--- config.mk ---
export PLATFORM = sky130hd
export DESIGN_NAME = aespim_op_sequencer
export DESIGN_NICKNAME = d
export VERILOG_FILES = /design/src/rtl/aespim_op_sequencer.sv
export SDC_FILE = /design/constraint.sdc
export NUM_CORES = 1
export LEC_CHECK = 0
export BUFFER_PORTS_ARGS = -buffer_cell sky130_fd_sc_hd__buf_2
export CAP_MARGIN = 40
export CORE_ASPECT_RATIO = 2
export CORE_MARGIN = 2
export CORE_UTILIZATION = 41
export DETAILED_ROUTE_END_ITERATION = 10
export PLACE_DENSITY_LB_ADDON = 0.08
export SYNTH_ARGS = -nofsm -noshare
export SYNTH_HDL_FRONTEND = slang
export SYNTH_SLANG_ARGS = --single-unit
--- constraint.sdc ---
create_clock -name clk_i -period 1.9 [get_ports clk_i]
set_input_delay 0.095 -clock clk_i [delete_from_list [all_inputs] [get_ports clk_i]]
set_output_delay 0.095 -clock clk_i [all_outputs]
set_load 0.02 [all_outputs]
--- src/rtl/aespim_op_sequencer.sv ---
// Upstream command sequencer for the AES/GF PIM accelerator datapath.
// Expands one word-block command (load, store, key-expansion step, encrypt
// round) into four per-column beats. Each beat handshakes with the memory
// port and pulses the accelerator start with the matching {shift-row, op}
// code, so the core never has to hand-issue column opcodes.
module aespim_op_sequencer (
  input  logic        clk_i,
  input  logic        rst_i,
  input  logic        cmd_valid_i,
  output logic        cmd_ready_o,
  input  logic [2:0]  cmd_type_i,
  input  logic [31:0] cmd_addr_i,
  output logic        mem_req_o,
  output logic        mem_we_o,
  output logic [31:0] mem_addr_o,
  output logic [31:0] mem_wdata_o,
  input  logic        mem_ack_i,
  output logic        acc_start_o,
  output logic [5:0]  acc_op_code_o,
  input  logic [31:0] acc_data_i,
  output logic        busy_o,
  output logic        done_o,
  output logic        err_o
);

  // Accelerator op codes
  localparam logic [2:0] OP_LD   = 3'd0;
  localparam logic [2:0] OP_ST   = 3'd1;
  localparam logic [2:0] OP_KEXI = 3'd2;
  localparam logic [2:0] OP_KEX  = 3'd3;
  localparam logic [2:0] OP_ENCI = 3'd4;
  localparam logic [2:0] OP_ENCM = 3'd5;
  localparam logic [2:0] OP_ENCF = 3'd6;

  // Command types; anything above CMD_ENC_FINAL is illegal
  localparam logic [2:0] CMD_LOAD      = 3'd0;
  localparam logic [2:0] CMD_STORE     = 3'd1;
  localparam logic [2:0] CMD_KEX       = 3'd2;
  localparam logic [2:0] CMD_ENC_INIT  = 3'd3;
  localparam logic [2:0] CMD_ENC_MID   = 3'd4;
  localparam logic [2:0] CMD_ENC_FINAL = 3'd5;

  typedef enum logic [1:0] {
    ST_IDLE = 2'd0,
    ST_RUN  = 2'd1,
    ST_DONE = 2'd2
  } state_t;

  state_t      state_q, state_d;
  logic [1:0]  beat_q, beat_d;
  logic [2:0]  type_q, type_d;
  logic [31:0] addr_q, addr_d;
  logic        err_q, err_d;

  logic [2:0]  op_sel;
  logic [2:0]  sr_amt;

  // Write data passes straight through from the accelerator output
  assign mem_wdata_o = acc_data_i;

  // State register plus latched command fields
  always_ff @(posedge clk_i or posedge rst_i) begin
    if (rst_i) begin
      state_q <= ST_IDLE;
      beat_q  <= 2'd0;
      type_q  <= 3'd0;
      addr_q  <= 32'd0;
      err_q   <= 1'b0;
    end else begin
      state_q <= state_d;
      beat_q  <= beat_d;
      type_q  <= type_d;
      addr_q  <= addr_d;
      err_q   <= err_d;
    end
  end

  // Per-beat opcode: encrypt rounds use the beat index as shift-row amount
  always_comb begin
    op_sel = OP_LD;
    sr_amt = 3'd0;
    case (type_q)
      CMD_LOAD:      op_sel = OP_LD;
      CMD_STORE:     op_sel = OP_ST;
      CMD_KEX:       op_sel = (beat_q == 2'd0) ? OP_KEXI : OP_KEX;
      CMD_ENC_INIT:  begin op_sel = OP_ENCI; sr_amt = {1'b0, beat_q}; end
      CMD_ENC_MID:   begin op_sel = OP_ENCM; sr_amt = {1'b0, beat_q}; end
      CMD_ENC_FINAL: begin op_sel = OP_ENCF; sr_amt = {1'b0, beat_q}; end
      default:       begin op_sel = OP_LD;   sr_amt = 3'd0; end
    endcase
  end

  // Next-state and output decode for IDLE / RUN / DONE
  always_comb begin
    state_d       = state_q;
    beat_d        = beat_q;
    type_d        = type_q;
    addr_d        = addr_q;
    err_d         = err_q;
    cmd_ready_o   = 1'b0;
    mem_req_o     = 1'b0;
    mem_we_o      = 1'b0;
    mem_addr_o    = 32'd0;
    acc_start_o   = 1'b0;
    acc_op_code_o = 6'd0;
    busy_o        = (state_q != ST_IDLE);
    done_o        = 1'b0;
    err_o         = 1'b0;

    case (state_q)
      ST_IDLE: begin
        cmd_ready_o = 1'b1;
        if (cmd_valid_i) begin
          type_d = cmd_type_i;
          addr_d = cmd_addr_i & 32'hFFFF_FFFC;
          beat_d = 2'd0;
          if (cmd_type_i > CMD_ENC_FINAL) begin
            err_d   = 1'b1;
            state_d = ST_DONE;
          end else begin
            state_d = ST_RUN;
          end
        end
      end

      ST_RUN: begin
        mem_req_o     = 1'b1;
        mem_we_o      = (type_q == CMD_STORE);
        mem_addr_o    = addr_q + {28'd0, beat_q, 2'b00};
        acc_op_code_o = {sr_amt, op_sel};
        acc_start_o   = mem_ack_i;
        if (mem_ack_i) begin
          beat_d = beat_q + 2'd1;
          if (beat_q == 2'd3) begin
            state_d = ST_DONE;
          end
        end
      end

      ST_DONE: begin
        done_o  = 1'b1;
        err_o   = err_q;
        err_d   = 1'b0;
        state_d = ST_IDLE;
      end

      default: begin
        state_d = ST_IDLE;
      end
    endcase
  end

endmodule

== Yosys cells after proc, flatten, opt, wreduce, memory -nomap -nowiden ==
Index checks and enable logic that the tools add are counted.

* Register bits after elaboration: 38
* Output and inout port bits: 77

* $add $sub $neg: 2
* Reduce and logical (&&, ||, !) cells: 10
* Order comparisons: 1
* Multiplexer cells: 22
* Equality and inequality tests: 12

{| class="wikitable"
|+ Operators by type and width
! operator !! number
|-
| $add A32 B4 Y32 || 1
|-
| $mux W32 || 1
|-
| $pmux W3 S5 || 1
|-
| $mux W2 || 7
|-
| $mux W1 || 9
|-
| $reduce_and A3 Y1 || 3
|-
| $ne A2 B2 Y1 const B || 4
|-
| $pmux W2 S2 || 2
|-
| $eq A3 B2 Y1 const B || 2
|-
| $eq A3 B3 Y1 const B || 2
|-
| $reduce_bool A2 Y1 || 3
|-
| $mux W5 || 1
|-
| $eq A2 B2 Y1 const B || 2
|-
| $logic_not A2 Y1 || 2
|-
| $eq A3 B1 Y1 const B || 1
|-
| $gt A3 B3 Y1 const B || 1
|-
| $reduce_or A3 Y1 || 1
|-
| $add A2 B1 Y2 const B || 1
|-
| $eq A2 B1 Y1 const B || 1
|-
| $pmux W1 S2 || 1
|-
| $reduce_and A2 Y1 || 1
|}

== Logic depth before layout (Yosys ltp) ==
Gate-level depths: netlist (run 1).

* Depth in word-level cells: 4
* Gate-level depth with buffers: 7
* Mapped depth without buffers: 6

== Least setup slack after synthesis (run 1) ==
No wires, ideal clock.

* Kind: reg-to-output
* Start: reg beat_q[1]
* End: out mem_addr_o[25]
* Path buffers: 0
* Cell stages (with the launch flop): 5
* Setup slack: -0.377 ns
* Arrival: 2.182 ns
* Required time: 1.805 ns
* Cells stage by stage: dfrtp_1 -> ha_1 -> a21oi_1 -> or4_4 -> o41ai_1

* Cells in the longest elaborated chain, start to end: 2

{| class="wikitable"
|+ RTL lines
! element !! line !! text
|-
| from (decl) || 50 || <nowiki>logic [1:0] beat_q, beat_d;</nowiki>
|-
| from (signal assigned) || 71 || <nowiki>beat_q <= beat_d;</nowiki>
|-
| $add A32 B4 Y32 || 129 || <nowiki>mem_addr_o = addr_q + {28'd0, beat_q, 2'b00};</nowiki>
|-
| $mux W32 || 110 || <nowiki>case (state_q)</nowiki>
|-
| to (decl) || 15 || <nowiki>output logic [31:0] mem_addr_o,</nowiki>
|}

No other way between the ends.

== Worst setup path after layout (run 1) ==
* Start: reg beat_q[1]
* End: out mem_addr_o[17]

Same word-level chain as after synthesis.

==> metrics.txt, run 1 <==
run status complete, but fails checks; failing checks negative setup slack; CP peak stage delay 490 ps; commonest non-fill, non-tap cell in the layout buf_4; crit path capture type output port; area of the mapped netlist 2760 um2; Die Ht 120 um; Util after Layout 58.6%; DR WL met3 392 um; Worst Reg-to-Reg Cells 5; Routed wire per std cell 15.6 um; min Tclk post-route 2280 ps; Yosys reg bits 38; Initial DRC Count 89; vias per cell 5.24; Worst-path clk slew 60 ps; final hold viol count 0; Syn Area/Cell 9.35 um2; vias 2,483; peak supply drop 927 uV; DRT Wirelength 7390 um; Syn-to-layout area delta 39.6%; number of global-route vias before repair 2,583; gpl congestion 0.786; WP data required 1800 ps; RSZ-0062 raised after global routing true; Final Slew Violations 0; Placed Cells 461; clk_skew 6.63 ps; Top Layer Used met4; RR Startpoint state_q[0]; core area 6570 um2; H-tree lvl count 2; Worst Setup EP mem_addr_o[17]; crit path max fanout 5; Buffers on Ports 78; CTS tree done; layout net count 463; FF-to-FF End addr_q[17]; worst slew pin tran 523 ps; clk_lat worst skew 280 ps; Worst Path Arrival 2190 ps; Fmax 0.438 GHz; num rows 42; ANT nets after route 0; PD cells 1820 nW/um2; Worst setup SP type flip-flop; pin count of the biggest net entering global routing 40; crit path launch beat_q[1]; worst rel slew slack 65.1%; total CTS buffers 5; Setup Viol. Count Final 21; WL met1 2610 um; worst path bufs/invs 1; max-capacitance violation count 0; Post-synth ARST share 100%; first-pass GRT wire length 11,900 um; CP dominant cell by count a21oi_4; ys flop type dfrtp_1; total track usage 21.4%; Starting Density 42.0%; post-route cell area 3850 um2; CP max-delay cell or4_4; Synth area leaders dfrtp_1, mux2_2, buf_4; CTS root buffer clkbuf_16; hold wc startpoint cmd_addr_i[21]; Syn Inst Count 295; LEAKAGE 1.79 nW; die area 7440 um2; yosys warns 0; Worst path depth 6; Synth top area share 34.5%; critical setup path kind flip-flop to output port; # DRC 0; number of enable flip-flop cells after synthesis 0; Seq/Total Area, Yosys 34.5%; fin crit share 120%; Hold WC Path Type primary input to flip-flop; share of cells above drive strength 1 53.1%; io pins 148; count of non-filler cells in the finished layout 474; Max Buffers Root-to-Sink 2; unique cell type count in the Yosys netlist 44; Post-DP Area 3460 um2; Yosys top cell by area dfrtp_1; initial antenna violation count 0; Met2 Wirelength 4210 um; setup slack after layout -382 ps; Initial DRT Pass Iterations 4; antenna cells 0; post-DP HPWL 5530 um; gr ovfl total 0; Sink Count 38; Die X 62.0 um; most frequent cells in the layout buf_4, buf_2, dfrtp_1; CP Cell Sequence ha_4 > a21oi_4 > or4_4 > or3_4 > a21oi_4 > buf_6; Crit path max-delay family simple AND/OR/NAND/NOR gates; Reg2Reg Setup Slack 230 ps
==> worst register-to-register path, delay by kind of cell (launching register included) <==
family | cells | cell delay, ps
buffers and inverters | 2 | 290
multiplexers | 1 | 370
flip-flops | 1 | 400
AND/OR/NAND/NOR | 2 | 500
==> synth_stat cells (5+ instances only) <==
library cell  number
nor2_1            22
and4_1             7
xor2_1             7
nand4_1            8
xnor2_1            6
nand2b_1           5
nand3_1            7
nand2_1           20
and2_1             7
clkbuf_1           7
and3_1             8
ha_1               5
inv_1             10
a21oi_1           10
or3_1              5
buf_4             35
mux2_2            31
dfrtp_1           38
o21ai_0            8
==> stage by stage <==
step / power (mW) / hold WS (ps) / setup TNS, ps / setup slack [ps]
global placement: 5.76 / 190 / -565 / -105
global route: 7.56 / 43.4 / -7400 / -449
detailed placement: 5.80 / 190 / -887 / -156
finish: 7.02 / 27.7 / -5320 / -382
CTS: 6.88 / 31.6 / -5680 / -385
floorplan: 4.29 / 212 / -259 / -90.2
==> state kept, by name (all words and copies together), names as in the netlist <==
| register | flops |
|---|---|
| addr_q | 30 |
| type_q | 3 |
| beat_q | 2 |
| state_q | 2 |
| err_q | 1 |
==> power by group <==
part / internal, mW / switching [mW] / total [mW]
registers: 1.22 / 0.393 / 1.61
clock network: 0.480 / 0.315 / 0.795
logic: 2.24 / 2.37 / 4.61
==> cell families after synthesis <==
kind of cell / synth area share (%)
buffers and inverters: 12.9
XOR/XNOR: 4.13
adder cells (fa/ha/maj): 2.99
AND/OR/NAND/NOR: 22.1
other: 0.136
AO/OA/AOI/OAI: 9.80
multiplexers: 13.4
flip-flops: 34.5
==> layer usage <==
metal | GRT usage (%) | vias up
met3 | 4.31 | 19
met5 | 0 | -
li1 | - | 1196
met2 | 38.6 | 79
met1 | 22.5 | 1189
met4 | 8.38 | 0
==> worst min-delay path by stage <==
| stage | cells past startpoint | slack [ps] | endpoint |
|---|---|---|---|
| floorplan | 2 | 210 | addr_q[21] |
| global placement | 0 | 190 | mem_wdata_o[13] |
| detailed placement | 0 | 190 | mem_wdata_o[13] |
| CTS | 3 | 30 | addr_q[21] |
| global route | 2 | 40 | addr_q[27] |
| finish | 3 | 30 | addr_q[21] |
==> layout make-up <==
| class | count | area, um2 |
|---|---|---|
| clock buffers | 7 | 133 |
| fillers | 590 | 2720 |
| inverters | 10 | 37.5 |
| multi-input cells | 202 | 1710 |
| flip-flops and latches | 38 | 952 |
| well taps | 88 | 110 |
| repair buffers | 129 | 910 |
==> timing repair <==
action | CTS | global route
buffers inserted | 2 | 3
setup endpoints to repair | 27 | 29
pin swaps | 14 | 14
cloned | 1 | 0
hold buffers | 1 | 0
endpoints found under the hold margin | 38 | 0
resized for setup | 38 | 19
(Power assumes the default switching activity.)
==> run 2: changes to the inputs <==
Settings changed: PLACE_DENSITY set to 0.77, PLACE_DENSITY_LB_ADDON 0.08 to not set.
==> run 2 against run 1 <==
The flow still finishes with violations (negative setup slack); total power increased by 3.6%; first-iteration DRC count grew 19%; non-clock buffer count up 2; final cell count rose by 0.63%; critical path depth unchanged; sequential power rose by 3%; clock skew down 4.2 ps.
==> metrics.txt, run 2 (synthesis results as in run 1) <==
pin count of the biggest net entering global routing 40; Sink Count 38; setup slack after layout -453 ps; WP data required 1800 ps; crit path max fanout 5; failing checks negative setup slack; Routed wire per std cell 16.7 um; Fmax 0.425 GHz; core area 6570 um2; antenna cells 0; Setup Viol. Count Final 28; Reg area 952 um2; largest registers addr_q (30), type_q (3); num rows 42; initial antenna violation count 0; most frequent cells in the layout buf_4, buf_2, dfrtp_1; Initial DRC Count 106; first-pass GRT wire length 12,400 um; Initial DRT Pass Iterations 4; CTS root buffer clkbuf_16; Worst-path clk slew 50 ps; fill cell count 557; total track usage 22.6%; total CTS buffers 5; vias per cell 5.33; Max Buffers Root-to-Sink 2; clk_lat worst skew 280 ps; max-capacitance violation count 0; Worst setup SP type flip-flop; peak supply drop 892 uV; Worst Path Arrival 2260 ps; fin crit share 124%; # DRC 0; post-DP HPWL 5750 um; clk_skew 2.39 ps; post-route cell area 3980 um2; vias 2,542; Post-DP Area 3410 um2; RSZ-0062 raised after global routing true; multi-input logic area 1790 um2; layout net count 465; Starting Density 42.0%; Util after Layout 60.6%; ANT nets after route 0; LEAKAGE 1.86 nW; io pins 148; PD cells 1830 nW/um2; share of cells above drive strength 1 55.3%; min Tclk post-route 2350 ps; pre-CTS setup slack -135 ps; crit path capture type output port; max reg flops 30; Syn-to-layout area delta 44.5%; commonest non-fill, non-tap cell in the layout buf_4; gpl congestion 0.851; die area 7440 um2; final hold viol count 0; Final Slew Violations 0; number of global-route vias before repair 2,664; DRT Wirelength 7950 um; Die X 62.0 um; run status complete, but fails checks; WHS 33.3 ps; Reg with most FFs addr_q; CTS tree done; H-tree lvl count 2; Buffers on Ports 78; Die Ht 120 um; gr ovfl total 0; critical setup path kind flip-flop to output port; Hold WC Path Type primary input to flip-flop
-- run 2: cell types whose count changed in the layout (fill, tap and decap cells not counted), moves of 2 or more --
cell and change:
buf_2 -3, nor3_1 -2, xnor2_2 +2, xnor2_1 -2, buf_6 +7, nor3_4 +2
-- run 2: worst max-delay path: stages, from the launching register on --
cell and delay [ps]:
dfrtp_1 410, ha_4 280, a21oi_2 50, or4_4 560, or3_4 410, a21oi_4 120, buf_6 130
-- run 2: repair_timing --
action | 4_1_cts | 5_1_grt
gates resized for setup | 65 | 12
endpoints found under the hold margin | 38 | 0
setup buffers | 7 | 6
hold buffers | 1 | 0
pin swaps | 24 | 7
gates cloned | 2 | 0
setup endpoints to repair | 27 | 29
-- run 2: per-layer routing --
metal,global-route usage [%],share of wire [%],wire (um),vias to the layer above
li1,-,-,-,1198
met1,21.4,33,2650,1199
met2,39.9,55,4400,97
met3,3.45,5.0,395,48
met4,16.5,6.4,511,0
met5,0,0,0,-
-- run 2: worst paths after layout --
check,from,to,slack (ps),depth (start not counted)
worst min register to register,err_q,err_q,510,2
worst max register to register,state_q[0],addr_q[3],220,5
worst max-delay path,addr_q[3],mem_addr_o[17],-450,6
worst min-delay path,cmd_addr_i[24],addr_q[24],30,3
max in group asynchronous,rst_i,type_q[1],1050,4
min in group asynchronous,rst_i,type_q[0],470,4
-- run 2: where the power goes --
part	total (mW)	switching (mW)	internal, mW	leakage, nW
combinational	4.78	2.47	2.31	1.33
sequential	1.66	0.436	1.22	0.450
clock	0.834	0.314	0.520	0.0739
total	7.27	3.22	4.05	1.86
-- run 2: cell type report --
type                            instances  share of cell area, %
Clock buffer                            7                   3.58
Inverter                               10                  0.942
Sequential cell                        38                   23.9
Tap cell                               88                   2.76
Multi-Input combinational cell        202                   44.9
Clock inverter                          1                  0.126
Timing Repair Buffer                  131                   23.7
-- run 2: stage by stage --
step           std cells  power (mW)  TNS, ps
6_report             477        7.27    -7400
5_1_grt              477        7.76    -9540
4_1_cts              473        7.12    -6860
3_5_place_dp         456        5.71     -811
3_3_place_gp         456        5.60     -472
2_1_floorplan        297        4.29     -259
